--- src/rtl/quad_input_filter.sv ---
// Synchronises raw quadrature lines, debounces the A/B pair jointly and flags double-bit jumps.
// Outputs are registered; accept latency is SYNC_STAGES+FILTER_CYCLES clocks, no backpressure.
module quad_input_filter #(
    parameter int SYNC_STAGES   = 2,
    parameter int FILTER_CYCLES = 4,
    parameter int ERR_W         = 8
) (
    input  logic             clock,
    input  logic             reset,
    input  logic             A_raw,
    input  logic             B_raw,
    input  logic             clear_err,
    output logic             A,
    output logic             B,
    output logic             step,
    output logic             illegal,
    output logic [ERR_W-1:0] err_count
);

    localparam logic [7:0] FC = 8'(FILTER_CYCLES);

    logic [SYNC_STAGES-1:0] sync_a_q;
    logic [SYNC_STAGES-1:0] sync_b_q;
    logic [1:0]             s;

    logic [1:0]       ab_q,      ab_d;
    logic [1:0]       cand_q,    cand_d;
    logic [7:0]       cnt_q,     cnt_d;
    logic             step_q,    step_d;
    logic             illegal_q, illegal_d;
    logic [ERR_W-1:0] err_q,     err_d;
    logic             accept;

    assign s = {sync_a_q[SYNC_STAGES-1], sync_b_q[SYNC_STAGES-1]};

    // Counter holds the number of consecutive cycles s has matched cand.
    always_comb begin
        cand_d = cand_q;
        cnt_d  = cnt_q;
        ab_d   = ab_q;
        accept = 1'b0;

        if (s == ab_q) begin
            cnt_d = 8'd0;
        end else if (s != cand_q) begin
            cand_d = s;
            if (FC == 8'd1) begin
                accept = 1'b1;
            end else begin
                cnt_d = 8'd1;
            end
        end else if (cnt_q + 8'd1 == FC) begin
            accept = 1'b1;
        end else begin
            cnt_d = cnt_q + 8'd1;
        end

        if (accept) begin
            ab_d  = s;
            cnt_d = 8'd0;
        end
    end

    assign step_d    = accept;
    assign illegal_d = accept && (s == ~ab_q);

    // Clear wins over a coincident increment; the counter sticks at all-ones.
    always_comb begin
        err_d = err_q;
        if (clear_err) begin
            err_d = '0;
        end else if (illegal_d && (err_q != {ERR_W{1'b1}})) begin
            err_d = err_q + 1'b1;
        end
    end

    always_ff @(posedge clock) begin
        if (!reset) begin
            sync_a_q  <= '0;
            sync_b_q  <= '0;
            ab_q      <= 2'b00;
            cand_q    <= 2'b00;
            cnt_q     <= 8'd0;
            step_q    <= 1'b0;
            illegal_q <= 1'b0;
            err_q     <= '0;
        end else begin
            sync_a_q  <= {sync_a_q[SYNC_STAGES-2:0], A_raw};
            sync_b_q  <= {sync_b_q[SYNC_STAGES-2:0], B_raw};
            ab_q      <= ab_d;
            cand_q    <= cand_d;
            cnt_q     <= cnt_d;
            step_q    <= step_d;
            illegal_q <= illegal_d;
            err_q     <= err_d;
        end
    end

    assign A         = ab_q[1];
    assign B         = ab_q[0];
    assign step      = step_q;
    assign illegal   = illegal_q;
    assign err_count = err_q;

endmodule

--- config.mk ---
export PLATFORM = sky130hd
export DESIGN_NAME = quad_input_filter
export DESIGN_NICKNAME = d
export VERILOG_FILES = /design/src/rtl/quad_input_filter.sv
export SDC_FILE = /design/constraint.sdc
export NUM_CORES = 1
export LEC_CHECK = 0
export ABC_AREA = 1
export CORE_UTILIZATION = 58
export CTS_BUF_LIST = sky130_fd_sc_hd__clkbuf_8
export DETAILED_ROUTE_END_ITERATION = 7
export PLACE_DENSITY = 0.83
export SYNTH_ARGS = -nofsm -noshare
export SYNTH_HDL_FRONTEND = slang
export SYNTH_SLANG_ARGS = --single-unit
--- constraint.sdc ---
create_clock -name clock -period 2.2 [get_ports clock]
set_input_delay 0.55 -clock clock [delete_from_list [all_inputs] [get_ports clock]]
set_output_delay 0.55 -clock clock [all_outputs]
set_load 0.01 [all_outputs]
# After elaboration in Yosys (flattened, before gate mapping)
# Cells that the tools add are included.
# word_totals
mem_count	0
latch_bits	0
out_inout_bits	12
wordCells	31
ff_bits	26
ram_bits	0
romBits	0
# op_classes
eq_ne	6
div	0
multipliers	0
reduce_logical	6
shifts	0
n_addsub	2
magnitude_cmp	0
muxes	5
bitwise_logic	3
# ops
operator	n
8-bit by 1-bit adder with 8-bit output (second input constant)	2
8-bit by 3-bit equality test with 1-bit output (second input constant)	1
8-bit inequality test (second input constant)	1
1-bit 2-to-1 mux	5
2-bit equality test	2
4-bit OR reduction	1
3-bit OR reduction	1
1-bit logical AND	2
2-bit inequality test	1
2-bit inequality test (second input constant)	1
1-bit inverter	2
2-bit inverter	1
2-bit AND reduction	1
2-bit OR reduction	1

# Logic depth before layout (Yosys ltp)
# depth
word_depth	7
depth_mapped	12
mapped_depth_nobuf	12

# Least setup slack after synthesis
# Ideal clock, no wire load.
# synth_timing
kind	flip-flop to flip-flop
startpoint	reg err_q[0] (netlist: err_count[0])
endpoint	reg err_q[1] (netlist: err_count[1])
path_stages_with_launch	11
t_arrival_ns	1.476
path_slack_ns	0.610
required_ns	2.086
path_buffers	0
period_less_slack_ns	1.590
path_cell_list	dfxtp_1 > ha_1 > nand2_1 > nor2_1 > nand2_1 > nor2_1 > nand2_1 > nand4_2 > inv_2 > o21ai_2 > nor2_1
# synth_between
elab_chain_cells	2
word_cells_on_any_way	3
cone_classes	add/sub: 1; eq/ne: 1; reduce/logical: 1
# synth_lines
element	line	rtl
start: declaration	31	logic [ERR_W-1:0] err_q, err_d;
start signal: assignment	95	err_q <= err_d;
parallel branches: the longest is 2 deep, another holds 8-bit by 1-bit adder with 8-bit output	n/a	
# Parallel ways; which one is timed is not known.
# A chain may end at the register's enable or synchronous reset.

# Final worst setup path
# layout_timing
startpoint	reg err_q[0] (netlist: err_count[0])
endpoint	out err_count[0]
# layout_rtl
element	line	rtl
end: declaration	17	output logic [ERR_W-1:0] err_count
# No word-level cell between the ends.

==> impl_metrics.env <==
export IMPL_status="finished clean"
export IMPL_drtIter0Drc=19
export IMPL_clock_latency_ns=0.28
export IMPL_synth_seq_cells=26
export IMPL_fin_crit_sh_pct=84.4
export IMPL_synthSimpleGateAreaFrac_pct=42.8
export IMPL_rsz0062_at_grt="false"
export IMPL_syn2layout_area_growth_pct=18.8
export IMPL_portBuffers=16
export IMPL_finalSetupTns_ns=0
export IMPL_fin_util_pct=73.5
export IMPL_synth_edff_count=0
export IMPL_finalPower_uw=850
export IMPL_grt_total_usage_pct=24.5
export IMPL_cp_slowest_stage_delay_ns=0.59
export IMPL_fmax_mhz=539
export IMPL_hp_class="reg -> reg"
export IMPL_regToRegEndpoint="err_count[1]$_SDFFE_PP0P_"
export IMPL_root_buffer="clkbuf_8"
export IMPL_worstHoldEndpoint="sync_a_q[1]$_SDFF_PN0_"
export IMPL_die_h_um=50.8
export IMPL_netlist_top_cells_area="dfxtp_1 (38%), nand2_1 (12%), inv_1 (7.6%), nor2_1 (6.5%), nor2_4 (4.9%)"
export IMPL_slew_viol_final=0
export IMPL_rr_worst_depth=10
export IMPL_hold_buffers=0
export IMPL_viasPerCell=5.00
export IMPL_routedWlPerCell_um=11.4
export IMPL_initial_core_util_pct=61.8
export IMPL_fin_nets=216
export IMPL_worst_r2r_setup_slack_ns=0.41
export IMPL_cp_num_buf_inv=1
export IMPL_final_hold_viol_count=0
export IMPL_synthXorXnorAreaFrac_pct=2.54
export IMPL_crit_type="reg -> out"
export IMPL_synth_cell_types=27
export IMPL_synth_top_family_by_area="simple AND/OR/NAND/NOR gates"
export IMPL_yosys_warnings=0
export IMPL_grt_pass1_vias=1129
export IMPL_drt_total_wl_um=2690
export IMPL_drive_gt1_share_pct=20.7
export IMPL_h_tree_depth=1
export IMPL_numCtsBuffers=3
export IMPL_worstPathRequired_ns=1.65
export IMPL_worstSetupStartpointType="flip-flop"
export IMPL_grt_ovfl_total=0
export IMPL_avgSynthCellArea_sq_um=7.39
export IMPL_syn_nets=194
export IMPL_nFillCells=183
export IMPL_multi_input_area_sq_um=739
export IMPL_tightestPinTransition_ns=0.353
export IMPL_holdPathStages=2
export IMPL_r2r_start="err_count[0]$_SDFFE_PP0P_"
export IMPL_post_cts_setup_buffer_count=0
export IMPL_io_pins=17
export IMPL_cap_viol_max_count=0
export IMPL_synthesis_area_sq_um=1380
export IMPL_setup_viol=0
export IMPL_die_width_um=50.8
export IMPL_grt_pass1_wl_um=4690
export IMPL_whs_ns=0.420
export IMPL_yosys_area_share_adder_pct=1.81
export IMPL_crit_slowest_cell="clkdlybuf4s50_1"
export IMPL_critical_path_cell_chain="clkdlybuf4s50_1"
export IMPL_worst_setup_path_end_kind="output pin"
export IMPL_cts_tree="yes"
export IMPL_finClkSkew_ns=0.00245
export IMPL_fp_row_count=17
export IMPL_gp_congestion=0.947
export IMPL_vdd_drop_max_mv=0.503
export IMPL_synth_most_common_cell="nand2_1"
export IMPL_coreArea_sq_um=2230
export IMPL_dieArea_sq_um=2580
export IMPL_relSlewSlack_pct=76.4
export IMPL_drc=0
export IMPL_synthMuxAreaShare_pct=0
export IMPL_yosysTopAreaCellShare_pct=37.7
export IMPL_postSynthCellCount=187
export IMPL_ant_nets=0
export IMPL_period_needed_ns=1.86
export IMPL_seqCellArea_sq_um=520
export IMPL_dp_hpwl_um=2080
export IMPL_synth_top_flop_cell="dfxtp_1"
export IMPL_crit_fanout=5
export IMPL_powerDensity_nw_per_um2=518
export IMPL_grt_max_degree=15
export IMPL_antennaDiodeCount=0
export IMPL_min_from="sync_a_q[0]$_SDFF_PN0_"
export IMPL_critPathLaunch="err_count[0]$_SDFFE_PP0P_"
export IMPL_ys_seq_area_share_pct=37.7
export IMPL_path_clk_slew_ns=0.09
export IMPL_firstDrtPassIters=4
export IMPL_cts_max_path_buffers=2
export IMPL_synthTopCellsByCount="nand2_1 (44), inv_1 (28), dfxtp_1 (26)"
export IMPL_synth_compound_area_share_pct=6.43
export IMPL_synth_area_leader_cell="dfxtp_1"
export IMPL_cp_arrival_ns=1.31
export IMPL_p_leak_nw=0.666
export IMPL_antenna_found_initial=0
export IMPL_synthArstFlopShare_pct=0
export IMPL_critPathTopFamily="buffers and inverters"
export IMPL_cts_sinks=26
export IMPL_postCtsResizedCells=0
export IMPL_vias=1180
## final cells by class
cell class              instances  share of cell area [%]
repair buffers                 18                    10.7
clock buffers                   4                    3.35
well taps                      28                    2.13
flip-flops and latches         26                    31.7
multi-input cells             129                    45.0
inverters                      31                    7.09
## flip-flops by register name (all words and copies together), names as in the netlist
register / cells
cand_q: 2
ab_q: 2
sync_b_q: 2
cnt_q: 8
step: 1
sync_a_q: 2
illegal: 1
err_count: 8
## through the flow
stage	area [sq um]	setup slack, ns	instances
4_1_cts	1640	0.350	236
3_3_place_gp	1590	0.498	232
6_report	1640	0.344	236
2_1_floorplan	1380	0.610	187
5_1_grt	1640	0.210	236
3_5_place_dp	1590	0.452	232
## cells in the final DEF, fill, tap and decap left out
master,netlist,final
nand3_1,5,5
xnor2_1,3,3
dfxtp_1,26,26
nor2_4,6,6
a21oi_1,2,2
clkdlybuf4s50_1,0,16
o21ai_2,2,2
nand2_4,1,1
clkbuf_8,0,4
ha_1,2,2
nand2_2,5,5
nand2_1,44,44
o21ai_0,3,3
nand4_2,1,1
nor2_1,24,24
a21boi_0,1,1
a21oi_2,2,2
inv_1,28,28
buf_4,0,2
nand3_2,4,4
xor2_1,1,1
inv_2,3,3
o2111a_1,1,1
nand3_4,2,2
nor2_2,10,10
o21ai_1,2,2
nor3_1,3,3
nand4_1,4,4
nor3_2,1,1
## kinds of logic after synthesis
kind of cell | count (synthesis)
and+or+nand+nor | 110
buffers and inverters | 32
DFF | 26
AOI/OAI and AO/OA | 13
xor gates and xnor gates | 4
adders and majority gates | 2
## worst max-delay path by stage
stage          depth (start not counted)  slack [ns]                         to
3_3_place_gp                           6        0.50  err_count[6]$_SDFFE_PP0P_
5_1_grt                               10        0.21  err_count[2]$_SDFFE_PP0P_
4_1_cts                                1        0.35               err_count[0]
6_report                               1        0.34               err_count[0]
3_5_place_dp                          11        0.45      cnt_q[1]$_SDFFE_PP0P_
2_1_floorplan                         10        0.61  err_count[1]$_SDFFE_PP0P_
## per-layer routing
metal  part of all wire [%]  vias to the layer above  track usage, %
met4                    1.4                        0            8.80
met5                      0                        -               0
li1                       -                      619               -
met3                    3.8                        5            5.45
met1                     45                      533            28.8
met2                     50                       23            43.1
## tightest hold or removal path, delay by kind of cell, from the launching register on
kind / cells / cell delay (ns)
buf+inv: 1 / 0.03
flops: 1 / 0.30
simple gates: 1 / 0.05
## power by group
part	internal (mW)	switching [mW]	total, mW
Sequential	0.477	0.00449	0.482
Combinational	0.0211	0.0337	0.0548
Clock	0.160	0.153	0.313
Total	0.659	0.191	0.850
Power figures use the tool's default switching activity.
==> edit 1, RTL diff (same settings) <==
Reset style: asynchronous (`reset`), changed in one clocked block.
--- a/src/rtl/quad_input_filter.sv
+++ b/src/rtl/quad_input_filter.sv
@@ -76,3 +76,3 @@
 
-    always_ff @(posedge clock) begin
+    always_ff @(posedge clock or negedge reset) begin
         if (!reset) begin
Behaviour: differs if reset is asserted again (counterexample within 10 cycles, from zero or initial values and one cycle with reset low); with reset held inactive, the same outputs for 10 cycles.
==> edit 1 against the unedited design <==
Worst setup slack better by 5.8 ps; count of clock-buffer cells in the layout shrank 1; highest routed layer unchanged; design area fell by 3.0%; critical endpoint is now err_count[1]; critical path type is now reg -> reg; sequential cell count is the same; routed wire length fell by 2.3%; area after synthesis is 4.3% lower; clock skew hardly changed.
Power is not compared: it rests on default switching activity, and its combinational part moved more than twofold at a synthesized area within 25%.
==> edit 1: results (changes against the unedited design) <==
** STA
- The worst hold margin came to 354 ps (-67.0 ps).
- Least-Margin Pin Slew :: 373 ps (+20.1 ps)
- Setup clock skew after layout :: 2.20 ps (-0.241 ps)

** Final layout
- Fraction of final layout cells with drive strength greater than 1 :: 7.89% (-13 points)
- The non-clock inverter total of the final layout came to 22 (-29%).
- The sequential cell count came to 26 (unchanged).
- Fraction of standard cell area in multi-input logic :: 36.8% (-8.3 points)
- # fillers :: 158 (-14%)
- The register fraction of the total cell area is 40.9% (+9.2 points).
- The final layout net count came to 199 (-7.9%).
- The fraction of cell area in non-clock buffers was 10.5% (-0.14 points).
- The multi-input gate count came to 121 (-6.2%).

** GRT
- Global Route met2 Usage :: 39.4% (-3.7 points)
- Wire length of the first global-routing pass :: 4.48 mm (-4.4%)
- Met1 global-route usage :: 32.6% (+3.8 points)
- Vias in the first global route :: 1,077 (-4.6%)
- Fraction of met3 tracks used by global routing :: 3.09% (-2.4 points)
- Maximum number of pins on one net before global-route repair :: 27 (+12)
- The total global-route track usage is 23.8% (-0.69 points).

** Synth
- The commonest cells after synthesis are nand2_1 (57), dfrtp_1 (26), nor2_1 (24), inv_1 (19), nand3_1 (14).
- The part of the Yosys area used for sequential elements was 49.2% (+12 points).
- The net count of the mapped netlist came to 178 (-8.2%).
- Cell variety after synth :: 21 (-22%)
- After synthesis, the cell types taking the most area are dfrtp_1 (49%), nand2_1 (16%), nor2_1 (6.8%).
- Adder-Cell Fraction of Synth Area :: 2.84% (+1.0 points)
- The post-synthesis compound-gate area fraction is 3.03% (-3.4 points).
- Main flop type after synthesis :: dfrtp_1
- The post-synthesis async set-or-reset flop share was 100% (+100 points).

** Placed design
- The final weighted congestion in routability-driven placement is 0.837 (-12%).
- DP Wirelength :: 1.91 mm (-8.2%)

** Detailed routing
- DR WL/cell :: 12.1 um (+6.2%)
- The wire length on met3 is 82 um (-20%).
- Met1 routed wirelength after detailed routing :: 1.23 mm (+2.3%)
- Total met2 wirelength after detailed routing :: 1.30 mm (-3.5%)
- The count of routing violations after the opening detailed-route iteration came to 36 (+17).
- Via density per instance :: 5.07 (+1.5%)

** Worst setup path
- Beginning of the critical path :: err_count[0]
- Endpoint of the worst setup timing path :: err_count[1]
- Worst reg2reg setup slack :: 350 ps (-60 ps)
- CP max FO :: 9 (+4)
- Slowest library cell on the worst path :: dfrtp_1
- Critical path arrival :: 2010 ps (+700 ps)
- The maximum single-stage delay on the critical path was 430 ps (-160 ps).

** Outcome
- The flow ran to the end, and the final reports show no timing, DRC or antenna violations.

** Worst hold path
- Class of the tightest hold or removal check :: reg -> reg

** Floorplanning
- The total number of placement rows was 16 (-1).
## edit 1: changes by cell type in the layout (fill, tap and decap cells not counted), moves of 3 or more
cell / delta
dfrtp_1: +26
dfxtp_1: -26
inv_1: -9
nand2_1: +13
nand2_2: -4
nand3_1: +9
nand3_2: -3
nor2_2: -7
nor2_4: -6
## edit 1: worst min path at each step
stage | start | end | cells after the start
2_1_floorplan | reset | ab_q[0] | 0
3_3_place_gp | sync_b_q[0] | sync_b_q[1] | 0
3_5_place_dp | sync_b_q[0] | sync_b_q[1] | 0
4_1_cts | sync_b_q[0] | sync_b_q[1] | 0
5_1_grt | sync_b_q[0] | sync_b_q[1] | 0
6_report | sync_b_q[0] | sync_b_q[1] | 0
## edit 1: per-stage QoR
stage	cells	setup WS, ps	cell area (sq um)
3_3_place_gp	213	371	1520
2_1_floorplan	170	629	1320
6_report	217	350	1590
4_1_cts	217	350	1590
3_5_place_dp	213	367	1520
5_1_grt	217	163	1590
==> edit 2, RTL diff (config.mk and constraints unchanged) <==
Made on the original files. `SYNC_STAGES`: 2 -> 4.
--- a/src/rtl/quad_input_filter.sv
+++ b/src/rtl/quad_input_filter.sv
@@ -3,3 +3,3 @@
 module quad_input_filter #(
-    parameter int SYNC_STAGES   = 2,
+    parameter int SYNC_STAGES   = 4,
     parameter int FILTER_CYCLES = 4,
Function: changed (a bounded check fails within 10 cycles, from zero or initial values and one cycle with reset low).
==> edit 2 against the unedited design <==
Worst setup slack improved by 16 ps; count of clock-buffer cells in the layout increased by 2; sequential cell count increased by 4; area after synthesis increased by 5.8%; design area increased by 6.0%; fmax increased by 0.89%; non-clock buffer count decreased by 1; clock power increased by 41%; total power increased by 21%; cell count increased by 7.2%; combinational power decreased by 32%; routed wire length increased by 2.2%; largest power group unchanged; highest routed layer unchanged.
==> edit 2: results (changes against the unedited design) <==
** Outcome
- The run finished with clean final reports.

** Clocking
- CTS H-Tree Depth :: 2 (+1)
- The CTS clock-pin slew for the worst setup and hold paths is 60 ps (-30 ps).

** Synth
- The part of the Yosys area used for sequential elements is 41.1% (+3.4 points).
- Synth area leaders :: dfxtp_1 (41%), nand2_1 (12%), inv_1 (8.7%)
- The gate count of the mapped netlist was 202 (+8.0%).
- Adder-Cell Fraction of Synth Area :: 1.71% (-0.099 points)
- Most numerous cell types in the synthesized netlist :: nand2_1 (45), inv_1 (34), dfxtp_1 (30), nor2_1 (29), nand3_1 (16)
- Synth Area in Compound Gates :: 4.37% (-2.1 points)

** Detailed routing
- The detail-routed net length per standard cell came to 10.9 um (-4.7%).
- The wire length on met3 was 134 um (+31%).
- The total length of routed met2 wires came to 1.40 mm (+4.0%).
- The via density per instance came to 5.04 (+0.71%).

** Final layout
- Nets :: 231 (+6.9%)
- Fraction of final layout cells with drive strength greater than 1 :: 12.4% (-8.2 points)

** STA
- Least-Margin Pin Slew :: 388 ps (+34.3 ps)
- Setup clock skew after layout :: 1.35 ps (-1.10 ps)

** Placed design
- Final RePlAce weighted congestion :: 0.801 (-15%)
- The number of instances in the placed design is 245 (+5.6%).
- The minimum setup slack after placement came to 407 ps (-44.7 ps).

** GRT
- Maximum number of pins on one net before global-route repair :: 12 (-3)
- Global router's overall resource usage :: 23.4% (-1.0 points)
- The global-route wire length before repair came to 4.43 mm (-5.5%).
- Vias in the first global route :: 1,134 (+0.44%)

** Pwr
- Leakage power :: 0.000770 uW (+16%)
## edit 2: cell count changes after synthesis, moves of 3 or more
cell	change
a21oi_1	+4
nor2_1	+5
nor2_2	-9
nand2_2	+4
dfxtp_1	+4
o21ai_0	-3
inv_1	+6
nand3_1	+11
## edit 2: logic make-up after synthesis
group | after synthesis
compound gates | 10
xor+xnor | 6
fa+ha+maj | 2
buf+inv | 37
flops | 30
simple gates | 117
## edit 2: layout make-up
| cell class | instances | area [sq um] |
|---|---|---|
| multi-input combinational | 135 | 714 |
| sequential | 30 | 601 |
| fill | 166 | 557 |
| timing repair buffer | 17 | 168 |
| inverter | 35 | 131 |
| clock buffer | 6 | 82.6 |
| tap | 28 | 35.0 |
| clock inverter | 2 | 8.76 |
## edit 2: final timing paths
path / to / cells after the start / startpoint
hold / removal: sync_b_q[1] / 2 / sync_b_q[0]
setup / recovery: err_count[7] / 1 / err_count[7]
hold reg to reg: sync_b_q[1] / 2 / sync_b_q[0]
setup reg to reg: err_count[1] / 10 / cnt_q[1]
## edit 2: per-stage QoR
stage               utilization [%]  instance area [sq um]
finish                         75.8                   1740
global route                   75.8                   1740
CTS                            75.8                   1740
detailed placement             71.8                   1650
global placement               71.8                   1650
floorplan                         -                   1460
## edit 2: routing by layer
layer | vias to the layer above | GRT usage (%)
met2 | 28 | 43.4
met4 | 0 | 11.8
met5 | - | 0
li1 | 666 | -
met3 | 7 | 8.12
met1 | 573 | 22.7
## edit 2: tightest hold or removal path, cell delays in order, from the launching register on
cell     delay [ps]
dfxtp_1         310
nand2_1          50
inv_1            40
## edit 2: power by group
| group | switching, uW | internal, uW |
|---|---|---|
| logic | 21.7 | 15.3 |
| clock network | 193 | 247 |
| registers | 3.20 | 550 |
